[src/rtl/acc_pkg.sv]
// Shared definitions for the accumulator register bank: op codes, flag
// positions and a helper that tells whether an op code changes state.
package acc_pkg;

  localparam logic [2:0] OP_NOP  = 3'b000;
  localparam logic [2:0] OP_LOAD = 3'b001;
  localparam logic [2:0] OP_ADD  = 3'b010;
  localparam logic [2:0] OP_SUB  = 3'b011;
  localparam logic [2:0] OP_INV  = 3'b100;
  localparam logic [2:0] OP_CLR  = 3'b101;
  localparam logic [2:0] OP_INC  = 3'b110;
  localparam logic [2:0] OP_RSVD = 3'b111;

  localparam int FLAG_ZERO  = 0;
  localparam int FLAG_CARRY = 1;

  // NOP and the reserved code leave the bank untouched and produce no result
  function automatic logic opApplies(input logic [2:0] code);
    return (code != OP_NOP) && (code != OP_RSVD);
  endfunction

endpackage

[src/rtl/acc_alu.sv]
// Combinational datapath for one accumulator op. Computes the next
// accumulator value and carry for the selected op code.
// Build option: define ACC_SATURATE_EN to clamp ADD/INC at all-ones on
// carry-out and SUB at zero on borrow; the carry output always reports the
// raw carry/borrow. Without it, arithmetic wraps modulo 2^NR_OF_BITS.
module acc_alu
  import acc_pkg::*;
#(
  parameter int NR_OF_BITS = 8
) (
  input  logic [NR_OF_BITS-1:0] acc,
  input  logic [NR_OF_BITS-1:0] d,
  input  logic                  cin,
  input  logic [2:0]            op_code,
  output logic [NR_OF_BITS-1:0] next_acc,
  output logic                  next_c
);

  logic [NR_OF_BITS-1:0] operand;
  logic                  carryIn;
  logic [NR_OF_BITS:0]   sum;

  // One shared adder serves ADD, SUB (inverted operand) and INC (zero operand, forced carry-in)
  always_comb begin
    operand = d;
    carryIn = cin;
    case (op_code)
      OP_SUB: operand = ~d;
      OP_INC: begin
        operand = '0;
        carryIn = 1'b1;
      end
      default: ;
    endcase
    sum = {1'b0, acc} + {1'b0, operand} + {{NR_OF_BITS{1'b0}}, carryIn};
  end

  // Select the result for the op; the adder's top bit is the carry
  always_comb begin
    next_acc = acc;
    next_c   = 1'b0;
    case (op_code)
      OP_LOAD: next_acc = d;
      OP_ADD, OP_SUB, OP_INC: begin
        next_acc = sum[NR_OF_BITS-1:0];
        next_c   = sum[NR_OF_BITS];
      end
      OP_INV: next_acc = ~d;
      OP_CLR: next_acc = '0;
      default: ;
    endcase
`ifdef ACC_SATURATE_EN
    if (((op_code == OP_ADD) || (op_code == OP_INC)) && sum[NR_OF_BITS]) begin
      next_acc = '1;
    end else if ((op_code == OP_SUB) && !sum[NR_OF_BITS]) begin
      next_acc = '0;
    end
`endif
  end

endmodule

[src/rtl/acc_register_bank.sv]
// Multi-channel accumulator register bank. Holds NR_OF_CH accumulators with
// a carry flag each, applies one op per accepted cycle (op_valid & tick),
// reports the result one cycle later and offers a combinational read port.
// Build option: ACC_SATURATE_EN (see acc_alu) selects saturating arithmetic.
module acc_register_bank
  import acc_pkg::*;
#(
  parameter  int NR_OF_BITS = 8,
  parameter  int NR_OF_CH   = 4,
  localparam int CH_W       = $clog2(NR_OF_CH)
) (
  input  logic                  s_clock,
  input  logic                  reset,
  input  logic                  tick,
  input  logic                  op_valid,
  input  logic [2:0]            op_code,
  input  logic [CH_W-1:0]       op_ch,
  input  logic [NR_OF_BITS-1:0] op_data,
  input  logic                  op_cin,
  input  logic [CH_W-1:0]       rd_ch,
  output logic [NR_OF_BITS-1:0] rd_data,
  output logic [1:0]            rd_flags,
  output logic                  res_valid,
  output logic [NR_OF_BITS-1:0] res_data,
  output logic                  res_carry
);

  logic [NR_OF_BITS-1:0] acc_q [NR_OF_CH];
  logic                  carry_q [NR_OF_CH];
  logic                  res_valid_q;
  logic [NR_OF_BITS-1:0] res_data_q;
  logic                  res_carry_q;

  logic [NR_OF_BITS-1:0] acc_d;
  logic                  carry_d;
  logic                  applyOp;

  // An op only lands when requested, qualified by tick, and not a no-op code
  assign applyOp = op_valid && tick && opApplies(op_code);

  acc_alu #(
    .NR_OF_BITS(NR_OF_BITS)
  ) u_alu (
    .acc     (acc_q[op_ch]),
    .d       (op_data),
    .cin     (op_cin),
    .op_code (op_code),
    .next_acc(acc_d),
    .next_c  (carry_d)
  );

  // Accumulator and carry arrays; only the targeted channel is written
  always_ff @(posedge s_clock or posedge reset) begin
    if (reset) begin
      for (int i = 0; i < NR_OF_CH; i++) begin
        acc_q[i]   <= '0;
        carry_q[i] <= 1'b0;
      end
    end else if (applyOp) begin
      acc_q[op_ch]   <= acc_d;
      carry_q[op_ch] <= carry_d;
    end
  end

  // Result register captures the same value written into the bank, on the same edge
  always_ff @(posedge s_clock or posedge reset) begin
    if (reset) begin
      res_valid_q <= 1'b0;
      res_data_q  <= '0;
      res_carry_q <= 1'b0;
    end else begin
      res_valid_q <= applyOp;
      if (applyOp) begin
        res_data_q  <= acc_d;
        res_carry_q <= carry_d;
      end
    end
  end

  // Read port shows stored state only, so a write becomes visible after its edge
  always_comb begin
    rd_data              = acc_q[rd_ch];
    rd_flags             = '0;
    rd_flags[FLAG_CARRY] = carry_q[rd_ch];
    rd_flags[FLAG_ZERO]  = (acc_q[rd_ch] == '0);
  end

  assign res_valid = res_valid_q;
  assign res_data  = res_data_q;
  assign res_carry = res_carry_q;

endmodule
[config.mk]
export PLATFORM = sky130hd
export DESIGN_NAME = acc_register_bank
export DESIGN_NICKNAME = d
export VERILOG_FILES = /design/src/rtl/acc_pkg.sv /design/src/rtl/acc_alu.sv /design/src/rtl/acc_register_bank.sv
export SDC_FILE = /design/constraint.sdc
export NUM_CORES = 1
export LEC_CHECK = 0
export ABC_AREA = 1
export BUFFER_PORTS_ARGS = -buffer_cell sky130_fd_sc_hd__buf_2
export CAP_MARGIN = 20
export CORE_MARGIN = 2
export CORE_UTILIZATION = 35
export DETAILED_ROUTE_END_ITERATION = 10
export GPL_ROUTABILITY_DRIVEN = 1
export PLACE_DENSITY = 0.52
export SYNTH_ARGS = -nofsm -noshare
export SYNTH_HDL_FRONTEND = slang
export SYNTH_SLANG_ARGS = --single-unit
[constraint.sdc]
create_clock -name s_clock -period 2.97 [get_ports s_clock]
set_input_delay 0.4455 -clock s_clock [delete_from_list [all_inputs] [get_ports s_clock]]
set_output_delay 0.4455 -clock s_clock [all_outputs]
set_load 0.05 [all_outputs]
==> results of run 1 <==
[worst max path at each step]
stage / endpoint / slack, ps / startpoint / depth (start not counted)
final: acc_q[12]$_DFFE_PP0P_ / 470 / op_ch[0] / 14
after floorplan: res_data[4]$_DFFE_PP0P_ / 150 / op_code[1] / 18
after global routing: acc_q[28]$_DFFE_PP0P_ / 240 / op_code[1] / 18
after global placement: acc_q[20]$_DFFE_PP0P_ / 190 / op_ch[0] / 14
after detailed placement: acc_q[12]$_DFFE_PP0P_ / 150 / op_ch[0] / 14
after CTS: acc_q[12]$_DFFE_PP0P_ / 470 / acc_q[16]$_DFFE_PP0P_ / 15
[report_power, final]
part	internal (mW)	switching, mW
logic	0.303	0.656
registers	0.788	0.0993
clock network	0.252	0.228
[layer usage]
layer	wire length (um)	vias up	global-route usage
li1	-	1550	-
met1	4280	1394	0.278
met2	4330	67	0.325
met3	367	11	0.0309
met4	176	0	0.0630
met5	0	-	0
[cell families (layout without fill, tap and decap cells)]
family                     after synthesis  count (layout)  synth area share
DFF                                     46              46             0.376
buffers and inverters                   75             124            0.0977
AOI/OAI and AO/OA                       80              80             0.142
and+or+nand+nor                        244             244             0.342
adders and majority gates                9               9            0.0417
[worst reg2reg max path, delay by kind of cell, from the launching register on]
kind                     cells  cell delay (ps)
AO/OA/AOI/OAI                1               70
adder cells (fa/ha/maj)      2              590
buffers and inverters        2              120
flip-flops                   1              410
AND/OR/NAND/NOR             10             1200
[cell usage in the layout (no fill, tap or decap), drive strengths merged, types with 2 or more instances in the layout]
cell type | Yosys | routed
a31oi | 2 | 2
nand3b | 3 | 3
or2 | 10 | 10
ha | 7 | 7
nand3 | 34 | 34
and3 | 3 | 3
nor2 | 23 | 23
inv | 64 | 64
o21ai | 44 | 44
nand2 | 162 | 162
fa | 2 | 2
o22ai | 3 | 3
clkbuf | 4 | 6
nand4 | 7 | 7
a22oi | 3 | 3
dfrtp | 46 | 46
buf | 7 | 52
o21a | 2 | 2
a21oi | 23 | 23
[layout make-up]
| class | count | area (um2) |
|---|---|---|
| timing repair buffer | 52 | 305 |
| inverter | 64 | 240 |
| multi-input combinational | 333 | 1610 |
| sequential | 46 | 1150 |
| clock inverter | 2 | 37.5 |
| clock buffer | 6 | 72.6 |
| tap | 108 | 135 |
| fill | 944 | 5040 |
[per-stage QoR]
stage | std cells | hold WS, ps
finish | 611 | 12.5
CTS | 610 | 422
floorplan | 454 | 448
detailed placement | 602 | 462
global route | 611 | 6.87
global placement | 602 | 462
[state kept, by name, summed over array words and instances (netlist names)]
name / flops
res_data: 8
carry_q: 4
acc_q: 32
res_carry: 1
res_valid: 1
==> results.json, run 1 <==
{
  "crit_fanout": 5,
  "critical_path_class": "primary input to flop",
  "synth-edff-count": 0,
  "synth_top_area_frac": 0.376,
  "cts_sinks": 46,
  "ys_seq_area_frac": 0.376,
  "utilization": 0.414,
  "cts_made_buffers": 5,
  "yosys_register_bits": 46,
  "finalHoldViolCount": 0,
  "start_util": 0.356,
  "avgSynthCellArea_um2": 6.74,
  "io_pins": 40,
  "syn-cell-area_um2": 3060,
  "cellLeakagePower_nw": 1.93,
  "viasPerCell": 4.95,
  "path_delay_family": "simple AND/OR/NAND/NOR gates",
  "setup_viol": 0,
  "min_path_type": "primary input to asynchronous set/reset pin",
  "area_growth_pct": 16.1,
  "total_power_mw": 2.33,
  "dieArea_um2": 9510,
  "power.density_nw_per_um2": 655,
  "cts-root-buf": "clkbuf_8",
  "period_minus_slack_ps": 2500,
  "cts-hold-fix-buffers": 0,
  "crit_path_start_kind": "primary input",
  "synth.top_cells.by_count": "nand2_1, inv_1, dfrtp_1, o21ai_0, nand3_1",
  "r2r.worst_path.cells": 15,
  "rows": 34,
  "drt_iter0_drc": 228,
  "grt_max_degree": 47,
  "grt.total_usage": 0.201,
  "vias": 3022,
  "rsz0062_at_grt": "no",
  "wire_per_inst_um": 15.0,
  "syn_inst": 454,
  "cts_tree": "built",
  "htree_num_levels": 2,
  "clock_skew_ps": 8.28,
  "r2r_end": "acc_q[12]$_DFFE_PP0P_",
  "grt_pass1_wl_mm": 15.1,
  "diodes": 0,
  "grt-ovfl-total": 0,
  "drcViolationCount": 0,
  "worst_slew_pin_slew_ps": 515,
  "drive_gt1_frac": 0.169,
  "place_hpwl_mm": 6.65,
  "worstPathCellList": "buf_2, nand2_1, buf_4, or2_2, o2111ai_1, inv_1, ha_1, or2_1, and2_1, or2_2, nand3_1, nand3_2, nand2_1, nand2_1",
  "synth.top_cells.by_area": "dfrtp_1, nand2_1, inv_1",
  "wl_mm": 9.16,
  "ys_warn_count": 0,
  "regToRegStartpoint": "acc_q[16]$_DFFE_PP0P_",
  "nets": 531,
  "endpoint_kind": "flop",
  "core_um2": 8590,
  "max_freq_mhz": 400,
  "routabilityCongestion": 0.853,
  "place_area_um2": 3420,
  "port-buffer-count": 39,
  "fin_area_um2": 3550,
  "ys_async_sr_fraction": 1.00,
  "syn-num-nets": 483,
  "slowest_stage": "ha_1",
  "post_cts_buffers": 0,
  "fin_setup_tns_ps": 0,
  "worstSkewPairLatency_ps": 310,
  "post_synth_num_cell_types": 33,
  "ir_drop_mv": 0.303,
  "antenna_found_initial": 0,
  "final.setup.worst_slack_ps": 468,
  "synthMostInstantiatedCell": "nand2_1",
  "required_ps": 3170,
  "worst_path_largest_cell_delay_ps": 320,
  "path_common_cell": "nand2_1",
  "clk_pin_slew_ps": 90,
  "status": "finished, final reports clean",
  "grt_pass1_vias": 2855,
  "min_period_over_period": 0.843,
  "dpl_worst_slack_ps": 150,
  "rrSetupSlack_ps": 480,
  "ys.flop_type": "dfrtp_1",
  "ctsResizeCount": 0,
  "drv_slew": 0,
  "worstPathArrival_ps": 2700,
  "drt_pre_antenna_iters": 4,
  "cts_buffer_depth": 2,
  "die_width_um": 97.5,
  "slew-limit-headroom": 0.657,
  "drv_cap": 0,
  "fp.dieH_um": 97.5,
  "ant_nets": 0,
  "cp_num_buf_inv": 3,
  "yosys.area.top_type": "dfrtp_1"
}
No activity file was read; power rests on OpenSTA's default activity.
==> run 2: changes to the inputs <==
Clock period 2.97 ns to 2.6 ns, I/O delays scaled along.
==> results.json, run 2 (synthesis results as in run 1) <==
{
  "path_delay_family": "simple AND/OR/NAND/NOR gates",
  "ir_drop_mv": 0.339,
  "period_minus_slack_ps": 2430,
  "final_common_cell": "nand2_1",
  "clock_skew_ps": 8.38,
  "ant_nets": 0,
  "io_pins": 40,
  "top_register": "acc_q",
  "holdWs_ps": -2.78,
  "grt_pass1_wl_mm": 14.7,
  "worstSkewPairLatency_ps": 310,
  "drt_iter0_drc": 278,
  "diodes": 0,
  "viasPerCell": 4.89,
  "cts-root-buf": "clkbuf_8",
  "endpoint_kind": "flop",
  "slew-limit-headroom": 0.767,
  "worst_slew_pin_slew_ps": 348,
  "worstPathCellList": "or2_2, o2111ai_1, buf_4, inv_1, ha_1, or2_1, and2_1, or2_2, nand3_1, nand3_2, nand2_1, nand2_1",
  "drv_cap": 0,
  "regToRegStartpoint": "acc_q[3]$_DFFE_PP0P_",
  "die_width_um": 97.5,
  "port-buffer-count": 39,
  "total_power_mw": 2.74,
  "antenna_found_initial": 0,
  "fp.dieH_um": 97.5,
  "area_growth_pct": 20.9,
  "dieArea_um2": 9510,
  "min_path_type": "primary input to asynchronous set/reset pin",
  "setup_viol": 0,
  "core_um2": 8590,
  "cts_sinks": 46,
  "finalHoldViolCount": 4,
  "status": "finished, violations left",
  "cp_num_buf_inv": 2,
  "cellLeakagePower_nw": 2.02,
  "cts_tree": "built",
  "wire_per_inst_um": 14.4,
  "routabilityCongestion": 0.869,
  "layout_common_cells": "nand2_1, inv_1, dfrtp_1",
  "grt_max_degree": 23,
  "worstPathArrival_ps": 2630,
  "drt_pre_antenna_iters": 4,
  "r2r.worst_path.cells": 12,
  "vias": 3078,
  "grt_pass1_vias": 2961,
  "largest_reg_flops": 32,
  "grt-ovfl-total": 0,
  "finalNonFillerCells": 629,
  "cts_buffer_depth": 2,
  "critical_path.startpoint": "acc_q[3]$_DFFE_PP0P_",
  "min_period_over_period": 0.934,
  "power.density_nw_per_um2": 741,
  "violations": "hold timing",
  "crit_path_start_kind": "flop",
  "rsz0062_at_grt": "no",
  "max_freq_mhz": 412,
  "slowest_stage": "dfrtp_1",
  "critical_path_class": "flop to flop",
  "drcViolationCount": 0,
  "drive_gt1_frac": 0.211,
  "crit_fanout": 5,
  "start_util": 0.356,
  "grt.total_usage": 0.195,
  "cts-hold-fix-buffers": 0,
  "clk_pin_slew_ps": 90,
  "wl_mm": 9.03,
  "dp.cells": 621,
  "rrSetupSlack_ps": 170,
  "rows": 34,
  "place_hpwl_mm": 6.75,
  "cts_made_buffers": 5,
  "fin_setup_tns_ps": 0,
  "drv_slew": 0,
  "nets": 550,
  "worst_path_largest_cell_delay_ps": 400,
  "htree_num_levels": 2,
  "required_ps": 2800,
  "r2r_end": "acc_q[12]$_DFFE_PP0P_"
}
## run 2: changes by cell type in the layout (fill, tap and decap cells not counted), sizes merged
cell / before / now
buf: 52 / 71
clkinvlp: 1 / 0
## run 2: layout make-up
cell class	count	area, um2
Fill cell	932	4890
Multi-Input combinational cell	333	1630
Sequential cell	46	1150
Timing Repair Buffer	71	435
Inverter	64	240
Tap cell	108	135
Clock buffer	6	82.6
Clock inverter	1	30.0
## run 2: repair_timing
action,4_1_cts,5_1_grt
buffers inserted,0,1
resized for setup,0,4
setup endpoints to repair,0,9
## run 2: where the power goes
group	internal, mW	total (mW)	switching, mW
registers	0.900	1.02	0.117
logic	0.397	1.16	0.763
clock network	0.308	0.565	0.257
## run 2: per-stage QoR
stage                     setup slack (ps)  instance area [um2]  utilization
final                                  172                 3700        0.431
after global routing                  17.2                 3700        0.431
after CTS                             98.7                 3680        0.429
after detailed placement              -186                 3570        0.416
after global placement                -105                 3570        0.416
after floorplan                      0.304                 3070            -
## run 2: worst max path at each step
| stage | to | slack (ps) | cells past startpoint |
|---|---|---|---|
| CTS | acc_q[12]$_DFFE_PP0P_ | 100 | 15 |
| global placement | acc_q[20]$_DFFE_PP0P_ | -100 | 18 |
| detailed placement | acc_q[4]$_DFFE_PP0P_ | -190 | 18 |
| finish | acc_q[12]$_DFFE_PP0P_ | 170 | 12 |
| global route | acc_q[4]$_DFFE_PP0P_ | 20 | 15 |
| floorplan | res_data[4]$_DFFE_PP0P_ | 0.3 | 18 |
## run 2: routing by layer
layer,wire (um),GRT usage
met4,193,0.0694
met2,4180,0.312
met1,4230,0.267
met3,428,0.0324
met5,0,0
==> run 3: changes to the inputs <==
Clock period 2.6 ns to 2.64 ns, I/O delays scaled along.
==> results.json, run 3 (synthesis results as in run 1) <==
{
  "period_minus_slack_ps": 2400,
  "core_um2": 8590,
  "antenna_found_initial": 0,
  "utilization": 0.428,
  "cts_tree": "built",
  "final_common_cell": "nand2_1",
  "cts_buffer_depth": 2,
  "drive_gt1_frac": 0.200,
  "total_power_mw": 2.77,
  "worstPathArrival_ps": 2590,
  "path_common_cell": "nand2_1",
  "top_register": "acc_q",
  "crit_fanout": 5,
  "cts_sinks": 46,
  "cellLeakagePower_nw": 2.00,
  "drv_cap": 0,
  "p_sw_frac": 0.402,
  "cts-root-buf": "clkbuf_8",
  "critical_path_class": "flop to flop",
  "drt_pre_antenna_iters": 4,
  "switching_power_mw": 1.11,
  "slew-limit-headroom": 0.725,
  "largest_reg_flops": 32,
  "comb_power_share": 0.401,
  "met2_wirelength_mm": 4.35,
  "grt-ovfl-total": 0,
  "grt.total_usage": 0.199,
  "grt_max_degree": 30,
  "power.density_nw_per_um2": 753,
  "met3_length_um": 291,
  "drv_slew": 0,
  "slowest_stage": "dfrtp_1",
  "setup_viol": 0,
  "worstPathCellList": "inv_1, nand2_1, and3_4, fa_2, inv_1, fa_2, inv_1, nand2_1, nand2_1, and2_1, or2_2, nand3_1, nand3_2, nand2_1, nand2_1",
  "p_int_mw": 1.66,
  "wire_per_inst_um": 14.5,
  "viasPerCell": 4.89,
  "max_freq_mhz": 417,
  "fp.dieH_um": 97.5,
  "dpl_worst_slack_ps": -80.1,
  "routabilityCongestion": 0.849,
  "routed.top_layer": "met4",
  "grt_pass1_vias": 2922,
  "rows": 34,
  "htree_num_levels": 2,
  "final.setup.worst_slack_ps": 243,
  "cts-hold-fix-buffers": 0,
  "drt_iter0_drc": 144,
  "crit_path_start_kind": "flop",
  "nets": 542,
  "fin_area_um2": 3670,
  "required_ps": 2840,
  "ant_nets": 0,
  "start_util": 0.356,
  "finalHoldViolCount": 0,
  "drcViolationCount": 0,
  "io_pins": 40,
  "ir_drop_mv": 0.366,
  "area_growth_pct": 20.0,
  "die_width_um": 97.5,
  "layout_common_cells": "nand2_1, inv_1, dfrtp_1",
  "worstSkewPairLatency_ps": 310,
  "p_seq_frac": 0.360,
  "min_period_over_period": 0.908,
  "clock_skew_ps": 8.43,
  "dieArea_um2": 9510,
  "place_hpwl_mm": 6.76,
  "clk_pin_slew_ps": 90,
  "vias": 3042,
  "diodes": 0,
  "port-buffer-count": 39,
  "worst_path_largest_cell_delay_ps": 390,
  "wl_met1_mm": 4.31,
  "place_area_um2": 3520,
  "post_cts_buffers": 0,
  "cts_made_buffers": 5,
  "wl_mm": 9.03,
  "min_path_type": "primary input to asynchronous set/reset pin",
  "grt_pass1_wl_mm": 15.2,
  "worst_slew_pin_slew_ps": 412,
  "status": "finished, final reports clean",
  "endpoint_kind": "flop",
  "clkPwrFrac": 0.238,
  "rsz0062_at_grt": "no"
}
==> run 3: final timing paths <==
kind | startpoint | endpoint | slack (ps) | cells past startpoint
min in group s_clock | res_data[6]$_DFFE_PP0P_ | res_data[6]$_DFFE_PP0P_ | 490 | 2
max | acc_q[0]$_DFFE_PP0P_ | acc_q[28]$_DFFE_PP0P_ | 240 | 15
max reg2reg | acc_q[0]$_DFFE_PP0P_ | acc_q[28]$_DFFE_PP0P_ | 240 | 15
max in group asynchronous | reset | acc_q[26]$_DFFE_PP0P_ | 1830 | 3
min | reset | carry_q[3]$_DFFE_PP0P_ | 70 | 2
min reg2reg | res_data[6]$_DFFE_PP0P_ | res_data[6]$_DFFE_PP0P_ | 490 | 2
==> run 3: power by group through the flow <==
stage               Clock [mW]  Sequential, mW  Combinational [mW]
floorplan                    0            1.10               0.704
global placement             0            1.01                1.10
detailed placement           0            1.01                1.11
CTS                      0.671           0.999                1.11
global route             0.703            1.03                1.26
finish                   0.660           0.997                1.11
==> run 3: area by class of cell <==
class,instances,area [um2]
clock buffer,6,82.6
sequential,46,1150
multi-input combinational,333,1630
tap,108,135
timing repair buffer,63,375
inverter,64,240
fill,934,4920
clock inverter,2,60.1
==> run 3: repair_timing <==
item	4_1_cts	5_1_grt
resized for setup	0	4
endpoints found under the hold margin	0	0
setup endpoints to repair	0	10
==> run 3: critical path, delay by kind of cell (launching register included) <==
kind	cells	cell delay, ps
DFF	1	390
adders and majority gates	2	540
and+or+nand+nor	10	1170
buffers and inverters	3	200
==> run 3: stage by stage <==
stage / hold WS, ps / TNS [ps] / std cells
after floorplan: 448 / 0 / 454
after global placement: 419 / -169 / 614
after detailed placement: 422 / -570 / 614
after CTS: 87.4 / 0 / 622
after global routing: 94.6 / 0 / 622
final: 71.3 / 0 / 622
==> run 3: routing by layer <==
layer | vias to the layer above | global-route usage
met5 | - | 0
met4 | 0 | 0.0353
met3 | 7 | 0.0266
met2 | 44 | 0.328
met1 | 1418 | 0.285
li1 | 1573 | -
